<file path="src/rtl/ecc_pkg.sv">
// ============================================================================
// Module      : ecc_pkg
// Description : Shared register map, mode/width encodings and FSM states for
//               the ECC APB controller.
// Revision    : 1.0 - initial release
// ============================================================================
`default_nettype none

package ecc_pkg;

    localparam logic [4:0] c_ADDR_CTRL     = 5'h00;
    localparam logic [4:0] c_ADDR_DATA_IN  = 5'h04;
    localparam logic [4:0] c_ADDR_CW_WIDTH = 5'h08;
    localparam logic [4:0] c_ADDR_NOISE    = 5'h0C;
    localparam logic [4:0] c_ADDR_DATA_OUT = 5'h10;
    localparam logic [4:0] c_ADDR_STATUS   = 5'h14;

    localparam logic [1:0] c_MODE_ENC  = 2'd0;
    localparam logic [1:0] c_MODE_DEC  = 2'd1;
    localparam logic [1:0] c_MODE_FULL = 2'd2;
    localparam logic [1:0] c_MODE_RSVD = 2'd3;

    localparam logic [1:0] c_CW_8  = 2'd0;
    localparam logic [1:0] c_CW_16 = 2'd1;
    localparam logic [1:0] c_CW_32 = 2'd2;

    typedef enum logic [1:0] {
        ST_IDLE = 2'd0,
        ST_LOAD = 2'd1,
        ST_DONE = 2'd2
    } state_t;

    // Active-width mask; any code above 16-bit selects 32, then clipped to dw.
    function automatic logic [31:0] width_mask(input logic [1:0] code, input int unsigned dw);
        int unsigned w;
        if (code == c_CW_8)
            w = 8;
        else if (code == c_CW_16)
            w = 16;
        else
            w = 32;
        if (w > dw)
            w = dw;
        return (w >= 32) ? 32'hFFFF_FFFF : ((32'd1 << w) - 32'd1);
    endfunction

endpackage

`default_nettype wire

</file>
<file path="src/rtl/ecc_apb_regs.sv">
// ============================================================================
// Module      : ecc_apb_regs
// Description : Zero-wait APB register file for the ECC controller.
// Revision    : 1.0 - initial release
// ============================================================================
`default_nettype none

module ecc_apb_regs
    import ecc_pkg::*;
#(
    parameter int DATA_WIDTH      = 32,
    parameter int AMBA_WORD       = 32,
    parameter int AMBA_ADDR_WIDTH = 20
) (
    input  logic                       clk,
    input  logic                       rst,
    input  logic [AMBA_ADDR_WIDTH-1:0] PADDR,
    input  logic                       PSEL,
    input  logic                       PENABLE,
    input  logic                       PWRITE,
    input  logic [AMBA_WORD-1:0]       PWDATA,
    output logic [AMBA_WORD-1:0]       PRDATA,
    input  logic                       i_busy,
    input  logic [DATA_WIDTH-1:0]      i_data_out,
    output logic                       o_ctrl_wr,
    output logic [1:0]                 o_ctrl_mode,
    output logic [DATA_WIDTH-1:0]      o_data_in,
    output logic [1:0]                 o_cw_width,
    output logic [DATA_WIDTH-1:0]      o_noise
);

    logic [4:0]            w_addr;
    logic                  w_wr;
    logic                  w_unused;
    logic [1:0]            r_ctrl;
    logic [DATA_WIDTH-1:0] r_data_in;
    logic [1:0]            r_cw_width;
    logic [DATA_WIDTH-1:0] r_noise;

    assign w_addr   = PADDR[4:0];
    assign w_wr     = PSEL & PENABLE & PWRITE;
    assign w_unused = ^{PADDR, PWDATA};

    assign o_ctrl_wr   = w_wr && (w_addr == c_ADDR_CTRL);
    assign o_ctrl_mode = PWDATA[1:0];
    assign o_data_in   = r_data_in;
    assign o_cw_width  = r_cw_width;
    assign o_noise     = r_noise;

    always_ff @(posedge clk or negedge rst) begin
        if (!rst) begin
            r_ctrl     <= '0;
            r_data_in  <= '0;
            r_cw_width <= '0;
            r_noise    <= '0;
        end else if (w_wr) begin
            case (w_addr)
                c_ADDR_CTRL:     r_ctrl     <= PWDATA[1:0];
                c_ADDR_DATA_IN:  r_data_in  <= PWDATA[DATA_WIDTH-1:0];
                c_ADDR_CW_WIDTH: r_cw_width <= PWDATA[1:0];
                c_ADDR_NOISE:    r_noise    <= PWDATA[DATA_WIDTH-1:0];
                default:         ;
            endcase
        end
    end

    always_comb begin
        PRDATA = '0;
        if (PSEL && !PWRITE) begin
            case (w_addr)
                c_ADDR_CTRL:     PRDATA[1:0]            = r_ctrl;
                c_ADDR_DATA_IN:  PRDATA[DATA_WIDTH-1:0] = r_data_in;
                c_ADDR_CW_WIDTH: PRDATA[1:0]            = r_cw_width;
                c_ADDR_NOISE:    PRDATA[DATA_WIDTH-1:0] = r_noise;
                c_ADDR_DATA_OUT: PRDATA[DATA_WIDTH-1:0] = i_data_out;
                c_ADDR_STATUS:   PRDATA[0]              = i_busy;
                default:         ;
            endcase
        end
    end

endmodule

`default_nettype wire

</file>
<file path="src/rtl/ecc_apb_ctrl.sv">
// ============================================================================
// Module      : ecc_apb_ctrl
// Description : APB-controlled sequencer that drives an external encoder and
//               produces encode / decode-channel / full-path results.
// Revision    : 1.0 - initial release
// ============================================================================
`default_nettype none

module ecc_apb_ctrl
    import ecc_pkg::*;
#(
    parameter int DATA_WIDTH      = 32,
    parameter int AMBA_WORD       = 32,
    parameter int AMBA_ADDR_WIDTH = 20
) (
    input  logic                       clk,
    input  logic                       rst,
    input  logic [AMBA_ADDR_WIDTH-1:0] PADDR,
    input  logic                       PSEL,
    input  logic                       PENABLE,
    input  logic                       PWRITE,
    input  logic [AMBA_WORD-1:0]       PWDATA,
    output logic [AMBA_WORD-1:0]       PRDATA,
    output logic [DATA_WIDTH-1:0]      enc_info,
    output logic [AMBA_WORD-1:0]       enc_cw_width,
    input  logic [DATA_WIDTH-1:0]      enc_codeword,
    output logic [DATA_WIDTH-1:0]      chan_out,
    output logic                       chan_valid,
    output logic [DATA_WIDTH-1:0]      data_out,
    output logic                       operation_done
);

    logic                  w_ctrl_wr;
    logic [1:0]            w_ctrl_mode;
    logic [DATA_WIDTH-1:0] w_data_in;
    logic [1:0]            w_cw_width;
    logic [DATA_WIDTH-1:0] w_noise;
    logic [31:0]           w_mask32;
    logic [DATA_WIDTH-1:0] w_mask_cur;
    logic [DATA_WIDTH-1:0] w_full_res;
    logic [DATA_WIDTH-1:0] w_dec_res;
    logic                  w_unused_mask;

    state_t                r_state;
    logic [1:0]            r_mode;
    logic [DATA_WIDTH-1:0] r_info;
    logic [1:0]            r_cw;
    logic [DATA_WIDTH-1:0] r_noise;
    logic [DATA_WIDTH-1:0] r_mask;
    logic [DATA_WIDTH-1:0] r_chan_out;
    logic                  r_chan_valid;
    logic [DATA_WIDTH-1:0] r_data_out;
    logic                  r_op_done;

    ecc_apb_regs #(
        .DATA_WIDTH      (DATA_WIDTH),
        .AMBA_WORD       (AMBA_WORD),
        .AMBA_ADDR_WIDTH (AMBA_ADDR_WIDTH)
    ) u_regs (
        .clk         (clk),
        .rst         (rst),
        .PADDR       (PADDR),
        .PSEL        (PSEL),
        .PENABLE     (PENABLE),
        .PWRITE      (PWRITE),
        .PWDATA      (PWDATA),
        .PRDATA      (PRDATA),
        .i_busy      (r_state != ST_IDLE),
        .i_data_out  (r_data_out),
        .o_ctrl_wr   (w_ctrl_wr),
        .o_ctrl_mode (w_ctrl_mode),
        .o_data_in   (w_data_in),
        .o_cw_width  (w_cw_width),
        .o_noise     (w_noise)
    );

    assign w_mask32      = width_mask(w_cw_width, DATA_WIDTH);
    assign w_mask_cur    = w_mask32[DATA_WIDTH-1:0];
    assign w_unused_mask = ^w_mask32;
    assign w_full_res    = (enc_codeword ^ r_noise) & r_mask;
    assign w_dec_res     = (r_info ^ r_noise) & r_mask;

    assign enc_info       = r_info;
    assign enc_cw_width   = {{(AMBA_WORD-2){1'b0}}, r_cw};
    assign chan_out       = r_chan_out;
    assign chan_valid     = r_chan_valid;
    assign data_out       = r_data_out;
    assign operation_done = r_op_done;

    always_ff @(posedge clk or negedge rst) begin
        if (!rst) begin
            r_state      <= ST_IDLE;
            r_mode       <= c_MODE_ENC;
            r_info       <= '0;
            r_cw         <= '0;
            r_noise      <= '0;
            r_mask       <= '0;
            r_chan_out   <= '0;
            r_chan_valid <= 1'b0;
            r_data_out   <= '0;
            r_op_done    <= 1'b0;
        end else begin
            r_op_done    <= 1'b0;
            r_chan_valid <= 1'b0;
            case (r_state)
                ST_IDLE: begin
                    // Snapshot everything at launch so later writes cannot disturb the run.
                    if (w_ctrl_wr && (w_ctrl_mode != c_MODE_RSVD)) begin
                        r_state <= ST_LOAD;
                        r_mode  <= w_ctrl_mode;
                        r_info  <= w_data_in;
                        r_cw    <= w_cw_width;
                        r_noise <= w_noise & w_mask_cur;
                        r_mask  <= w_mask_cur;
                    end
                end
                ST_LOAD: begin
                    r_state   <= ST_DONE;
                    r_op_done <= 1'b1;
                    case (r_mode)
                        c_MODE_ENC: r_data_out <= enc_codeword & r_mask;
                        c_MODE_FULL: begin
                            r_chan_out   <= w_full_res;
                            r_data_out   <= w_full_res;
                            r_chan_valid <= 1'b1;
                        end
                        default: begin
                            r_chan_out   <= w_dec_res;
                            r_data_out   <= w_dec_res;
                            r_chan_valid <= 1'b1;
                        end
                    endcase
                end
                ST_DONE: r_state <= ST_IDLE;
                default: r_state <= ST_IDLE;
            endcase
        end
    end

endmodule

`default_nettype wire

</file>
<file path="config.mk">
export PLATFORM = sky130hd
export DESIGN_NAME = ecc_apb_ctrl
export DESIGN_NICKNAME = d
export VERILOG_FILES = /design/src/rtl/ecc_pkg.sv /design/src/rtl/ecc_apb_regs.sv /design/src/rtl/ecc_apb_ctrl.sv
export SDC_FILE = /design/constraint.sdc
export NUM_CORES = 1
export LEC_CHECK = 0
export ABC_CLOCK_PERIOD_IN_PS = 4400
export BUFFER_PORTS_ARGS = -buffer_cell sky130_fd_sc_hd__buf_2
export CORE_MARGIN = 5
export CORE_UTILIZATION = 59
export CTS_CLUSTER_SIZE = 20
export DETAILED_ROUTE_END_ITERATION = 8
export PLACE_DENSITY = 0.95
export SKIP_LAST_GASP = 1
export SYNTH_ARGS = -nofsm -noshare
export SYNTH_HDL_FRONTEND = slang
export SYNTH_SLANG_ARGS = --single-unit
</file>
<file path="constraint.sdc">
create_clock -name clk -period 4.4 [get_ports clk]
set_input_delay 0.22 -clock clk [delete_from_list [all_inputs] [get_ports clk]]
set_output_delay 0.22 -clock clk [all_outputs]
set_load 0.01 [all_outputs]
</file>
==> summary.txt <==
Worst Tran Pin Value - 0.990 ns
synthesized flop and latch total - 209
routed len/inst - 21.7 um
CTS root buf - clkbuf_16
largest net degree at the start of global routing - 119
Total GRT Usage - 0.286
overall routed net length - 31.1 mm
flop2flop setup slack - 1.77 ns
r2r worst-path depth - 5
status - complete, no violations
CP Capture Type - primary output
asr flop ratio synth - 1.00
Post-Synthesis Cells - 975
Final Critical Period - 2.69 ns
Final setup violation count - 0
period utilisation layout - 0.611
Startpoint Class - input port
Routed Antenna Nets - 0
Worst EP arrival - 2.47 ns
Synth area leader - dfrtp_1
critical-path maximum fanout - 18
setup bufs post-CTS - 0
cell mode on critical path - buf_2
Max-Cap Viols - 0
prevailing post-synth register cell - dfrtp_1
# DRC - 0
CP Cell Sequence - buf_2 -> nor4b_1 -> nand2_1 -> buf_4 -> nor2_1 -> buf_2
Min-Delay Path Class - in -> reg
P_leak - 6.65 nW
Worst VDD drop - 0.285 mV
# nets final - 1275
first-pass GRT wire length - 49.5 mm
syn_area_per_cell - 11.1 sq um
required time of the critical path - 4.18 ns
Netlist cell types - 53
final hold vios - 0
HPWL after DPL - 20.0 mm
Pwr per Cell Area - 347 nW/um^2
Ys Warns - 0
die height - 146 um
Top Ports - 251
fraction of layout cells with a size suffix above 1 - 0.285
initial antenna violation count - 4
synth top area cells - dfrtp_1 (48%), mux2_1 (7.1%), mux2_4 (5.5%)
Slew headroom - 0.340
clk_skew - 0.0195 ns
CP max stage cell - nor4b_1
WHS - 0.0618 ns
most common cell in the synthesized netlist - dfrtp_1
TritonCTS clock tree - yes
CP Class - in -> out
initial core utilization - 0.603
vias in the first global route - 9128
top-area cell type share of the netlist area - 0.481
Post-Syn Area - 10900 sq um
Clock transition at path regs - 0.06 ns
Worst Hold Depth - 2
Core ar. - 18000 sq um
Clock Path Buffers - 3
hold wc startpoint - PWDATA[0]
placer congestion estimate - 0.846
sink of the worst hold path - u_regs.o_cw_width[0]
Slew Viols, Final - 0
EDFF count, synth - 0
maximum clock frequency - 372 MHz
post-synthesis sequential area ratio - 0.481
Via Count - 8686
clock latency at the later pin of the worst-skew pair - 0.51 ns
R2R Path End - chan_out[26]
Die Wd - 146 um
Starting DRT DRC Count - 622
worst r2r src - r_mode[0]
CTS resizes - 0
total CTS buffers - 23
CTS HTree Levels - 1
PortBufs - 205
global-route congestion overflow total - 0
die area - 21200 sq um
synth cell count leaders - dfrtp_1 (209), nand2_1 (121), mux2_1 (69)
Sink Count - 209
slowest stage delay, CP - 0.71 ns
DRT Pass-1 Iters - 5
Cell Rows - 49
setup TNS - 0 ns
# fillers - 1249
RSZ-0062 raised after global routing - no
drt via density - 6.06
area added between synthesis and finish - 18.8%
per-stage QoR:
step                      cells  power, mW  cell area [sq um]   util  worst slack, ns
final                      1433       4.48              12900  0.716             1.71
after global routing       1433       4.65              12900  0.716             1.62
after CTS                  1431       4.50              12900  0.716             1.78
after detailed placement   1358       2.61              11900  0.658             1.79
after global placement     1358       2.58              11900  0.658             1.87
after floorplan            1004       2.41              11000      -             2.82
sequential cells by signal, summed over array words and instances (netlist names):
| register | count |
|---|---|
| u_regs.o_noise | 32 |
| r_mode | 2 |
| u_regs.r_ctrl | 2 |
| r_mask | 5 |
| u_regs.o_data_in | 32 |
| r_noise | 32 |
| chan_out | 32 |
| data_out | 32 |
| operation_done | 1 |
| chan_valid | 1 |
| r_cw | 2 |
| r_state | 2 |
| u_regs.o_cw_width | 2 |
| enc_info | 32 |
final cells by class:
class                   count  area [sq um]  share of cell area
clock inverters             5          53.8             0.00417
flip-flops and latches    209          5230               0.405
diodes                      2          5.00            0.000388
repair buffers            252          1480               0.115
clock buffers              36           674              0.0522
multi-input cells         688          5130               0.397
well taps                 229           287              0.0222
inverters                  12          47.5             0.00368
layer usage:
layer	track usage	wire, um	vias to the layer above	part of all wire
li1	-	-	3832	-
met1	0.371	12300	4310	0.40
met2	0.467	15100	448	0.49
met3	0.0604	2610	92	0.084
met4	0.123	1030	4	0.033
met5	0	21	-	0.00068
cells by family after synthesis:
kind of cell | after synthesis | share of synthesized area
AO/OA/AOI/OAI | 207 | 0.137
XOR/XNOR | 46 | 0.0371
buffers and inverters | 107 | 0.0580
flip-flops | 209 | 0.481
multiplexers | 179 | 0.196
other | 1 | 0.000345
AND/OR/NAND/NOR | 226 | 0.0903
cell usage in the layout (no fill, tap or decap), types with 14 or more instances in the layout:
master,Yosys,routed
clkbuf_16,0,23
buf_2,19,204
mux2_1,69,69
buf_4,36,14
a21o_1,40,40
xnor2_1,14,14
dlygate4sd3_1,0,32
dfrtp_1,209,208
a2111oi_0,20,20
xor2_1,32,32
a211oi_1,21,21
nor2_1,63,63
o31ai_1,32,32
mux2i_1,34,34
mux2_4,40,40
and2_1,20,20
nand2_1,121,120
o21ai_1,31,31
conb_1,1,30
mux2_2,35,35
a22oi_1,33,33
what timing repair did:
action | CTS | global route
setup endpoints to repair | 0 | 0
endpoints found under the hold margin | 178 | 0
hold buffers | 32 | 0
report_power, final:
part           switching [mW]  internal, mW  leakage, nW
logic                   0.282         0.219         3.63
clock network           0.763          1.11        0.359
registers              0.0936          2.01         2.66
total                    1.14          3.34         6.65
worst max path at each step:
stage / startpoint / endpoint / slack (ns)
floorplan: r_state[1] / enc_info[14] / 2.82
global placement: PADDR[1] / PRDATA[29] / 1.87
detailed placement: PADDR[1] / PRDATA[28] / 1.79
CTS: PADDR[1] / PRDATA[28] / 1.78
global route: r_mode[0] / chan_out[2] / 1.62
finish: PADDR[1] / PRDATA[28] / 1.71
worst max-delay path, delay by kind of cell:
family	cells	cell delay, ns
simple gates	3	1.49
buf+inv	3	0.74
No activity file was read; power rests on OpenSTA's default activity.
